<file path="src/rtl/seq_multiplier.sv">
// Shift-add WIDTH x WIDTH multiplier with run-time signed/unsigned mode; result WIDTH+1 cycles after accept.
// One operation in flight: in_ready only in IDLE, product held in DONE until out_ready.
module seq_multiplier #(
  parameter int WIDTH = 4
) (
  input  logic               clk,
  input  logic               rst_n,
  input  logic               in_valid,
  output logic               in_ready,
  input  logic [WIDTH-1:0]   a,
  input  logic [WIDTH-1:0]   b,
  input  logic               signed_mode,
  output logic               out_valid,
  input  logic               out_ready,
  output logic [2*WIDTH-1:0] product,
  output logic               busy
);

  localparam int CW = (WIDTH > 1) ? $clog2(WIDTH) : 1;

  typedef enum logic [1:0] {
    IDLE = 2'd0,
    CALC = 2'd1,
    DONE = 2'd2
  } state_t;

  state_t             state;
  state_t             state_nxt;

  logic [WIDTH-1:0]   mcand;
  logic [WIDTH-1:0]   mplier;
  logic [2*WIDTH-1:0] acc;
  logic [CW-1:0]      cnt;
  logic               neg;

  logic               accept;
  logic               last_step;
  logic [WIDTH-1:0]   a_mag;
  logic [WIDTH-1:0]   b_mag;
  logic [WIDTH:0]     sum;
  logic [2*WIDTH-1:0] acc_nxt;

  assign accept    = in_valid && in_ready;
  assign last_step = (state == CALC) && (cnt == CW'(WIDTH - 1));

  // The most negative operand negates to itself, which is its correct unsigned magnitude.
  assign a_mag = (signed_mode && a[WIDTH-1]) ? -a : a;
  assign b_mag = (signed_mode && b[WIDTH-1]) ? -b : b;

  always_comb begin
    sum     = {1'b0, acc[2*WIDTH-1:WIDTH]} + (mplier[0] ? {1'b0, mcand} : '0);
    acc_nxt = (2*WIDTH)'({sum, acc[WIDTH-1:0]} >> 1);
  end

  always_ff @(posedge clk or negedge rst_n) begin
    if (!rst_n) begin
      state <= IDLE;
    end else begin
      state <= state_nxt;
    end
  end

  always_comb begin
    state_nxt = state;
    in_ready  = 1'b0;
    out_valid = 1'b0;
    busy      = 1'b0;
    unique case (state)
      IDLE: begin
        in_ready = 1'b1;
        if (in_valid) begin
          state_nxt = CALC;
        end
      end
      CALC: begin
        busy = 1'b1;
        if (last_step) begin
          state_nxt = DONE;
        end
      end
      DONE: begin
        busy      = 1'b1;
        out_valid = 1'b1;
        if (out_ready) begin
          state_nxt = IDLE;
        end
      end
      default: begin
        state_nxt = IDLE;
      end
    endcase
  end

  always_ff @(posedge clk or negedge rst_n) begin
    if (!rst_n) begin
      mcand   <= '0;
      mplier  <= '0;
      acc     <= '0;
      cnt     <= '0;
      neg     <= 1'b0;
      product <= '0;
    end else if (accept) begin
      mcand  <= a_mag;
      mplier <= b_mag;
      neg    <= signed_mode && (a[WIDTH-1] ^ b[WIDTH-1]);
      acc    <= '0;
      cnt    <= '0;
    end else if (state == CALC) begin
      acc    <= acc_nxt;
      mplier <= mplier >> 1;
      cnt    <= cnt + CW'(1);
      // Sign is applied once to the finished magnitude product.
      if (last_step) begin
        product <= neg ? -acc_nxt : acc_nxt;
      end
    end
  end

endmodule
</file>
<file path="config.mk">
export PLATFORM = sky130hd
export DESIGN_NAME = seq_multiplier
export DESIGN_NICKNAME = d
export VERILOG_FILES = /design/src/rtl/seq_multiplier.sv
export SDC_FILE = /design/constraint.sdc
export NUM_CORES = 1
export LEC_CHECK = 0
export BUFFER_PORTS_ARGS = -buffer_cell sky130_fd_sc_hd__buf_2
export CAP_MARGIN = 20
export CORE_MARGIN = 2
export CORE_UTILIZATION = 51
export CTS_CLUSTER_SIZE = 10
export DETAILED_ROUTE_END_ITERATION = 10
export PLACE_DENSITY = 0.79
export SYNTH_ARGS = -nofsm -noshare
export SYNTH_HDL_FRONTEND = slang
export SYNTH_SLANG_ARGS = --single-unit
</file>
<file path="constraint.sdc">
create_clock -name clk -period 2.4 [get_ports clk]
set_clock_uncertainty 0.1 [all_clocks]
set_input_delay 0.12 -clock clk [delete_from_list [all_inputs] [get_ports clk]]
set_output_delay 0.12 -clock clk [all_outputs]
set_load 0.02 [all_outputs]
</file>
==> results of run 1 <==
==> state kept, by name (all words and copies together) (netlist names) <==
register	flops
acc	7
cnt	2
mcand	4
mplier	4
neg	1
product	8
state	2
==> power by group through the flow <==
stage	sequential, mW	clock, mW	combinational (mW)
after floorplan	0.846	0	0.872
after global placement	0.803	0	1.21
after detailed placement	0.816	0	1.26
after CTS	0.803	0.198	1.30
after global routing	0.830	0.216	1.48
final	0.805	0.188	1.32
==> through the flow <==
step           worst slack (ns)  hold WS [ns]  setup TNS [ns]  utilization (%)  std cells
6_report                0.04751       0.01326               0            64.75        252
3_5_place_dp           -0.06745       0.07780         -0.1206            60.20        238
4_1_cts                 0.02281      0.002727               0            64.22        251
5_1_grt                -0.01911       0.03760        -0.01911            64.75        252
3_3_place_gp           0.002984       0.06695               0            60.20        238
2_1_floorplan           0.02495       -0.2756               0                -        171
==> worst max-delay path, cell delays in order, from the launching register on <==
cell,delay [ns]
dfrtp_1,0.41
and2_1,0.17
ha_2,0.19
fa_2,0.37
xor2_2,0.17
or4_1,0.50
a311oi_2,0.22
nand3_1,0.11
==> logic make-up (layout without fill, tap and decap cells) <==
| logic type | after synthesis | count (layout) | share of synthesized area (%) |
|---|---|---|---|
| xor gates and xnor gates | 9 | 9 | 4.824 |
| muxes | 12 | 12 | 7.504 |
| adders and majority gates | 12 | 12 | 9.648 |
| AOI/OAI and AO/OA | 31 | 31 | 12.02 |
| and+or+nand+nor | 60 | 60 | 18.61 |
| DFF | 28 | 28 | 42.88 |
| buffers and inverters | 19 | 56 | 4.518 |
==> layout make-up <==
| class | count | area, um^2 |
|---|---|---|
| Fill cell | 243 | 1076 |
| Multi-Input combinational cell | 124 | 880.8 |
| Tap cell | 44 | 55.05 |
| Clock buffer | 3 | 22.52 |
| Inverter | 12 | 45.04 |
| Sequential cell | 28 | 700.7 |
| Timing Repair Buffer | 41 | 272.8 |
==> layer usage <==
metal	GRT usage [%]	part of all wire [%]
met1	25.00	44
met2	37.63	52
met3	2.985	3.0
met4	7.453	1.0
met5	0	0
==> placed cells by master, fill, tap and decap left out, types with 2 or more instances in the layout <==
cell	synthesis	layout
buf_2	2	23
dlygate4sd3_1	0	9
buf_4	0	9
nand2b_1	2	2
xnor2_1	5	5
dfrtp_1	28	28
o31ai_1	3	3
clkbuf_4	0	3
o21ai_0	7	7
ha_1	11	10
a21oi_1	10	10
nand2_1	17	17
mux2i_1	10	10
mux2_2	2	2
nor2_1	16	16
nand3_1	6	6
nor2b_1	2	2
xor2_1	4	3
and3_1	3	3
inv_1	12	12
and2_1	7	6
a211oi_1	3	3
==> path summary, 6_finish.rpt <==
kind,start,end,slack [ns],depth (start not counted)
setup reg to reg,mcand[0],product[7],0.05,7
setup / recovery,mcand[0],product[7],0.05,7
hold / removal,b[1],mplier[1],0.01,3
hold reg to reg,mcand[2],mcand[2],0.41,2
max in group asynchronous,rst_n,product[1],1.56,2
min in group asynchronous,rst_n,acc[6],0.23,2
==> repair_timing <==
item,4_1_cts,5_1_grt
cloned,0,0
pin swaps,5,1
hold buffers,9,0
setup endpoints to repair,2,2
setup buffers,1,1
gates resized for setup,1,2
endpoints found under the hold margin,35,0
==> reports/metrics.yaml, run 1 <==
logic_synthesis:
  synth_commonest_cells: "28 x dfrtp_1, 17 x nand2_1, 16 x nor2_1, 12 x inv_1, 11 x ha_1"
  synthTopCellsByArea: "dfrtp_1 43%, ha_1 8.4%, mux2i_1 6.1%"
  synth.distinct_cells: 36
  syn-num-nets: 196
  avgSynthCellArea_um2: 9.556
  synthesis.area_mm2: 0.001634
  async_flop_share_pct: 100.0
  yosysTopAreaCell: "dfrtp_1"
  synthFlopType: "dfrtp_1"
  synth.ff_latch_count: 28
  synth_edf_count: 0
  synthCells: 171
  yosysWarnings: 0
  synthMostInstantiatedCell: "dfrtp_1"
  yosysTopAreaCellShare_pct: 42.88
  seq_area_frac_synth_pct: 42.88
floorplanning:
  core-area_mm2: 0.003053
  die_area_mm2: 0.003673
  initial_utilization_pct: 53.52
  ios: 24
  die_w_um: 60.61
  rows: 20
  die_y_um: 60.61
clocking:
  htree_levels: 1
  clockBufferDepth: 2
  cts_buffers: 3
  cts_root_buf: "clkbuf_4"
  clock-sinks: 28
  path_clk_slew_ns: 0.14
  clock_latency_ns: 0.32
  cts_tree: "yes"
power:
  p_leak_nw: 0.9572
  intPower_mw: 1.332
  power_frac_clock_pct: 8.1
  p_switching_mw: 0.9863
  ir_drop_mv: 0.8198
  power_frac_comb_pct: 57.2
  p_total_mw: 2.318
  power_frac_seq_pct: 34.7
  p_sw_share_pct: 42.55
  p_per_area_mw_per_mm2: 1173
final_layout:
  drive_gt1_share_pct: 22.12
  antennaDiodeCount: 0
  postLayoutCellArea_mm2: 0.001977
  area.growth.synth_to_final_pct: 20.98
  finalNetCount: 235
grt:
  grt_pass1_vias: 1392
  grt_usage_pct: 20.77
  antenna_found_initial: 0
  overflow: 0
  grt_max_degree: 29
  grt_pass1_wl_mm: 5.775
timing:
  setup_viol: 0
  fin_crit_ns: 2.352
  hold_viol: 0
  slew_violations: 0
  worstMarginPinSlew_ns: 0.6277
  post-route-period-util_pct: 98.02
  fmax_mhz: 425.1
  slew_headroom_pct: 58.16
  rsz0062_at_grt: "true"
drt:
  dr_total_vias: 1354
  dr.pass1.iters: 4
  vias_per_cell: 5.373
  postRouteAntennaNets: 0
  drc_errors: 0
  wirelength_mm: 3.387
  wl_per_cell_um: 13.44
  drtIter0Drc: 52
worst_setup_path:
  critPathMaxFanout: 4
  crit_type: "reg -> reg"
  worstSetupStartpointType: "register"
  cp.arrival_ns: 2.46
  endpoint_kind: "register"
  required_ns: 2.51
run_status:
  outcome: "completed"
hold_path:
  hold_class: "in -> reg"
placement:
  place_congestion: 0.8092
  port_buffers: 23
  place_area_mm2: 0.001838
  place_hpwl_mm: 2.481
job:
  maxCapViolCount: 0
No activity file was read; power rests on OpenSTA's default activity.
==> run 2: changes to the inputs <==
--- a/config.mk
+++ b/config.mk
@@ -8,10 +8,11 @@
 export BUFFER_PORTS_ARGS = -buffer_cell sky130_fd_sc_hd__buf_2
 export CAP_MARGIN = 20
 export CORE_MARGIN = 2
-export CORE_UTILIZATION = 51
+export CORE_UTILIZATION = 53
+export CTS_BUF_LIST = sky130_fd_sc_hd__clkbuf_8
 export CTS_CLUSTER_SIZE = 10
 export DETAILED_ROUTE_END_ITERATION = 10
-export PLACE_DENSITY = 0.79
+export PLACE_DENSITY = 0.82
 export SYNTH_ARGS = -nofsm -noshare
 export SYNTH_HDL_FRONTEND = slang
 export SYNTH_SLANG_ARGS = --single-unit
==> run 2 against run 1 <==
  * First-iteration DRC count grew 13%
  * Non-clock buffer count shrank 2
  * Flip-flop and latch count is the same
  * Global-route usage grew 0.60 points
  * Die area shrank 3.5%
  * Combinational power grew 8%
  * Power grew 12%
  * Sequential share of layout area shrank 0.38 points
  * Critical path depth shrank 1
  * Largest cell class unchanged
==> reports/metrics.yaml, run 2 (synthesis gave the netlist of run 1 again) <==
run_status:
  outcome: "completed"
power:
  p_total_mw: 2.602
  p_per_area_mw_per_mm2: 1302
  p_leak_nw: 0.9783
  ir_drop_mv: 0.7671
clocking:
  clockBufferDepth: 2
  cts_buffers: 3
  htree_levels: 1
  cts_root_buf: "clkbuf_8"
  cts_tree: "yes"
  path_clk_slew_ns: 0.09
  clock-sinks: 28
  clock_latency_ns: 0.27
floorplanning:
  die_area_mm2: 0.003543
  ios: 24
  initial_utilization_pct: 54.42
  rows: 20
  die_w_um: 59.53
  core-area_mm2: 0.003003
  die_y_um: 59.53
worst_setup_path:
  r2r-start: "mplier[0]"
  rr_worst_depth: 6
  required_ns: 2.50
  critPathMaxFanout: 4
  path_cells: "buf_4 -> and2_4 -> fa_2 -> or4_4 -> a211o_1 -> a31oi_1"
  cp.arrival_ns: 2.47
  max_stage_delay_ns: 0.56
  crit_type: "reg -> reg"
  endpoint: "product[6]"
  endpoint_kind: "register"
  worstSetupStartpointType: "register"
  cp-startpoint: "mplier[0]"
  ff2ff_setup_slack_ns: 0.03
  r2r-end: "product[6]"
  critPathSlowestCell: "or4_4"
drt:
  drc_errors: 0
  postRouteAntennaNets: 0
  drtIter0Drc: 59
  vias_per_cell: 5.633
  wl_per_cell_um: 14.39
  dr_total_vias: 1352
  dr.pass1.iters: 4
  wirelength_mm: 3.454
grt:
  grt_pass1_vias: 1360
  grt_max_degree: 29
  grt_usage_pct: 21.37
  met3_usage_pct: 2.620
  grt_pass1_wl_mm: 5.761
  top_usage_layer: "met2"
  met2_usage_pct: 40.82
  overflow: 0
  grtUsageMet1_pct: 24.83
  antenna_found_initial: 0
final_layout:
  final_common_cell: "dfrtp_1"
  most-common-layout-cells: "28 x dfrtp_1, 23 x buf_2, 17 x nand2_1"
  top_regs: "product x8, acc x7"
  largest_register: "product"
  final_util_pct: 66.54
  antennaDiodeCount: 0
  fillers: 227
  largest_reg_flops: 8
  finalNetCount: 233
  area.growth.synth_to_final_pct: 22.28
  drive_gt1_share_pct: 26.57
job:
  maxCapViolCount: 0
timing:
  fmax_mhz: 422.2
  hold_viol: 0
  rsz0062_at_grt: "true"
  setup_viol: 0
  setup_slack_ns: 0.03118
  hold_ws_ns: 0.002664
  slew_violations: 0
  worstMarginPinSlew_ns: 0.6176
  setup_tns_ns: 0
  post-route-period-util_pct: 98.70
  slew_headroom_pct: 58.83
  fin_crit_ns: 2.369
hold_path:
  hold_start: "a[3]"
  hold_class: "in -> reg"
placement:
  dp_slack_ns: -0.07083
  port_buffers: 23
  place_congestion: 0.8108
  place_hpwl_mm: 2.426
[run 2: cell count changes in the layout (fill, tap and decap cells not counted), sizes merged]
| cell | before | now |
|---|---|---|
| buf | 32 | 37 |
| bufinv | 0 | 1 |
| dlygate4sd3 | 9 | 2 |
[run 2: final cells by class]
cell class                 count  area, um^2  share of cell area (%)
timing repair buffer          39       240.2                   12.02
sequential                    28       700.7                   35.07
clock buffer                   3       41.29                   2.066
clock inverter                 1       30.03                   1.503
tap                           33       41.29                   2.066
multi-input combinational    124       899.6                   45.02
inverter                      12       45.04                   2.254
[run 2: critical path: cells and delay by family, from the launching register on]
kind	cells	cell delay, ns
flops	1	0.40
buf+inv	1	0.15
simple gates	2	0.70
fa+ha+maj	1	0.48
compound gates	2	0.47
[run 2: worst min-delay path by stage]
stage	endpoint	cells past startpoint
2_1_floorplan	acc[1]	0
5_1_grt	mcand[3]	3
6_report	mcand[3]	3
3_3_place_gp	product[1]	1
3_5_place_dp	product[1]	1
4_1_cts	mcand[3]	3
[run 2: layer usage]
layer  up-vias  routed length [um]
met5         -                   0
met4         0                  29
met3         4                 101
met2        25                1835
met1       660                1486
li1        663                   -
[run 2: power breakdown]
part	internal, mW	total (mW)	switching (mW)
registers	0.669	0.805	0.135
logic	0.671	1.43	0.759
clock network	0.223	0.368	0.144
[run 2: repair_timing]
action | CTS | global route
buffers inserted | 3 | 3
resized for setup | 1 | 6
endpoints found under the hold margin | 29 | 0
setup endpoints to repair | 2 | 2
pin swaps | 4 | 4
hold buffers | 2 | 0
[run 2: stage by stage]
| stage | area [um^2] | std cells |
|---|---|---|
| 6_report | 1998 | 240 |
| 5_1_grt | 1998 | 240 |
| 4_1_cts | 1948 | 237 |
| 3_5_place_dp | 1832 | 228 |
| 2_1_floorplan | 1644 | 171 |
| 3_3_place_gp | 1832 | 228 |
==> run 3: changes to the inputs <==
--- a/config.mk
+++ b/config.mk
@@ -8,11 +8,11 @@
 export BUFFER_PORTS_ARGS = -buffer_cell sky130_fd_sc_hd__buf_2
 export CAP_MARGIN = 20
 export CORE_MARGIN = 2
-export CORE_UTILIZATION = 53
+export CORE_UTILIZATION = 55
 export CTS_BUF_LIST = sky130_fd_sc_hd__clkbuf_8
 export CTS_CLUSTER_SIZE = 10
 export DETAILED_ROUTE_END_ITERATION = 10
-export PLACE_DENSITY = 0.82
+export PLACE_DENSITY = 0.81
 export SYNTH_ARGS = -nofsm -noshare
 export SYNTH_HDL_FRONTEND = slang
 export SYNTH_SLANG_ARGS = --single-unit
==> constraint.sdc (replaced) <==
create_clock -name clk -period 2.3 [get_ports clk]
set_clock_uncertainty 0.1 [all_clocks]
set_input_delay 0.115 -clock clk [delete_from_list [all_inputs] [get_ports clk]]
set_output_delay 0.115 -clock clk [all_outputs]
set_load 0.02 [all_outputs]
==> run 3 against run 2 <==
  * The flow now finishes with violations (hold timing, setup timing)
  * Clock-buffer cell count unchanged
  * Critical path depth up 1
  * Via count down 2.0%
  * Register-to-register slack worse by 0.04 ns
  * Clock power up 6.8%
  * Sequential power up 4.0%
  * Final area down 1.4%
  * Largest power group unchanged
==> reports/metrics.yaml, run 3 (synthesis gave the netlist of run 1 again) <==
floorplanning:
  rows: 19
  die_area_mm2: 0.003423
  initial_utilization_pct: 58.75
  ios: 24
  core-area_mm2: 0.002781
  die_y_um: 58.51
  die_w_um: 58.51
drt:
  drc_errors: 0
  drtIter0Drc: 34
  dr.pass1.iters: 4
  vias_per_cell: 5.687
  postRouteAntennaNets: 0
  wl_per_cell_um: 14.48
  wirelength_mm: 3.374
  dr_total_vias: 1325
final_layout:
  drive_gt1_share_pct: 25.25
  antennaDiodeCount: 0
  postLayoutCellArea_mm2: 0.001969
  final_util_pct: 70.81
  most-common-layout-cells: "28 x dfrtp_1, 23 x buf_2, 17 x nand2_1"
  area.growth.synth_to_final_pct: 20.52
  finalNetCount: 228
  fillers: 224
  largest_register: "product"
  largest_reg_flops: 8
  final_common_cell: "dfrtp_1"
  top_regs: "product x8, acc x7"
placement:
  dp_slack_ns: -0.04809
  place_area_mm2: 0.001824
  place_congestion: 0.7780
  port_buffers: 23
  place_hpwl_mm: 2.405
worst_setup_path:
  critPathMaxFanout: 3
  worstSetupStartpointType: "register"
  required_ns: 2.36
  cp.arrival_ns: 2.37
  crit_type: "reg -> reg"
  endpoint_kind: "register"
power:
  p_leak_nw: 0.9533
  p_per_area_mw_per_mm2: 1360
  ir_drop_mv: 1.026
job:
  maxCapViolCount: 0
grt:
  grt_pass1_vias: 1333
  grt_max_degree: 29
  grt_usage_pct: 21.72
  grt_pass1_wl_mm: 5.754
  overflow: 0
  antenna_found_initial: 0
timing:
  hold_ws_ns: -0.001939
  setup_tns_ns: -0.009254
  fin_crit_ns: 2.305
  setup_slack_ns: -0.005315
  fmax_mhz: 433.8
  slew_headroom_pct: 58.01
  post-route-period-util_pct: 100.2
  worstMarginPinSlew_ns: 0.6139
  rsz0062_at_grt: "true"
  setup_viol: 2
  slew_violations: 0
  hold_viol: 1
hold_path:
  hold_class: "in -> reg"
clocking:
  cts_root_buf: "clkbuf_8"
  clock-sinks: 28
  cts_buffers: 3
  clockBufferDepth: 2
  cts_tree: "yes"
  path_clk_slew_ns: 0.10
  clock_latency_ns: 0.28
  htree_levels: 1
run_status:
  violations: "hold timing, setup timing"
  outcome: "complete, but fails checks"
-- run 3: path summary, 6_finish.rpt --
| path | from | end | slack (ns) | depth (start not counted) |
|---|---|---|---|---|
| worst max-delay path | mcand[0] | product[7] | -0.005 | 7 |
| worst min-delay path | b[3] | mplier[3] | -0.002 | 3 |
| worst min register to register | mcand[2] | mcand[2] | 0.39 | 2 |
| max in group asynchronous | rst_n | product[7] | 1.42 | 2 |
| worst max register to register | mcand[0] | product[7] | -0.005 | 7 |
| min in group asynchronous | rst_n | product[6] | 0.27 | 2 |
-- run 3: per-stage QoR --
| stage | std cells | power, mW |
|---|---|---|
| 2_1_floorplan | 171 | 1.798 |
| 6_report | 233 | 2.678 |
| 4_1_cts | 233 | 2.630 |
| 3_5_place_dp | 225 | 2.173 |
| 3_3_place_gp | 225 | 2.099 |
| 5_1_grt | 233 | 2.885 |
-- run 3: where the power goes --
part	leakage, nW	switching (mW)	internal [mW]
clock	0.0357	0.159	0.233
combinational	0.569	0.782	0.666
sequential	0.349	0.139	0.698
total	0.953	1.08	1.60
-- run 3: final cells by class --
type	count	area [um^2]	area share [%]
flip-flops and latches	28	700.7	35.58
clock inverters	1	30.03	1.525
repair buffers	34	205.2	10.42
well taps	31	38.79	1.970
multi-input cells	124	908.4	46.12
inverters	12	45.04	2.287
clock buffers	3	41.29	2.097
-- run 3: critical path, stage by stage (launching register included) --
cell,delay [ns]
dfrtp_1,0.39
and2_4,0.17
ha_4,0.16
fa_2,0.36
xor2_2,0.17
or4_4,0.50
a311oi_2,0.23
nand3_1,0.10
-- run 3: timing repair --
action                                  CTS  global route
hold endpoints to repair                 30             0
endpoints found under the setup margin    2             3
pin swaps                                 2             0
setup buffers                             1             0
gates resized for setup                   2             7
hold buffers                              3             0
-- run 3: layer usage --
layer	track usage, %	vias to the layer above	wire, um
met4	5.316	0	24
met3	2.637	3	126
met2	38.68	30	1726
met1	28.10	640	1497
li1	-	652	-
met5	0	-	0
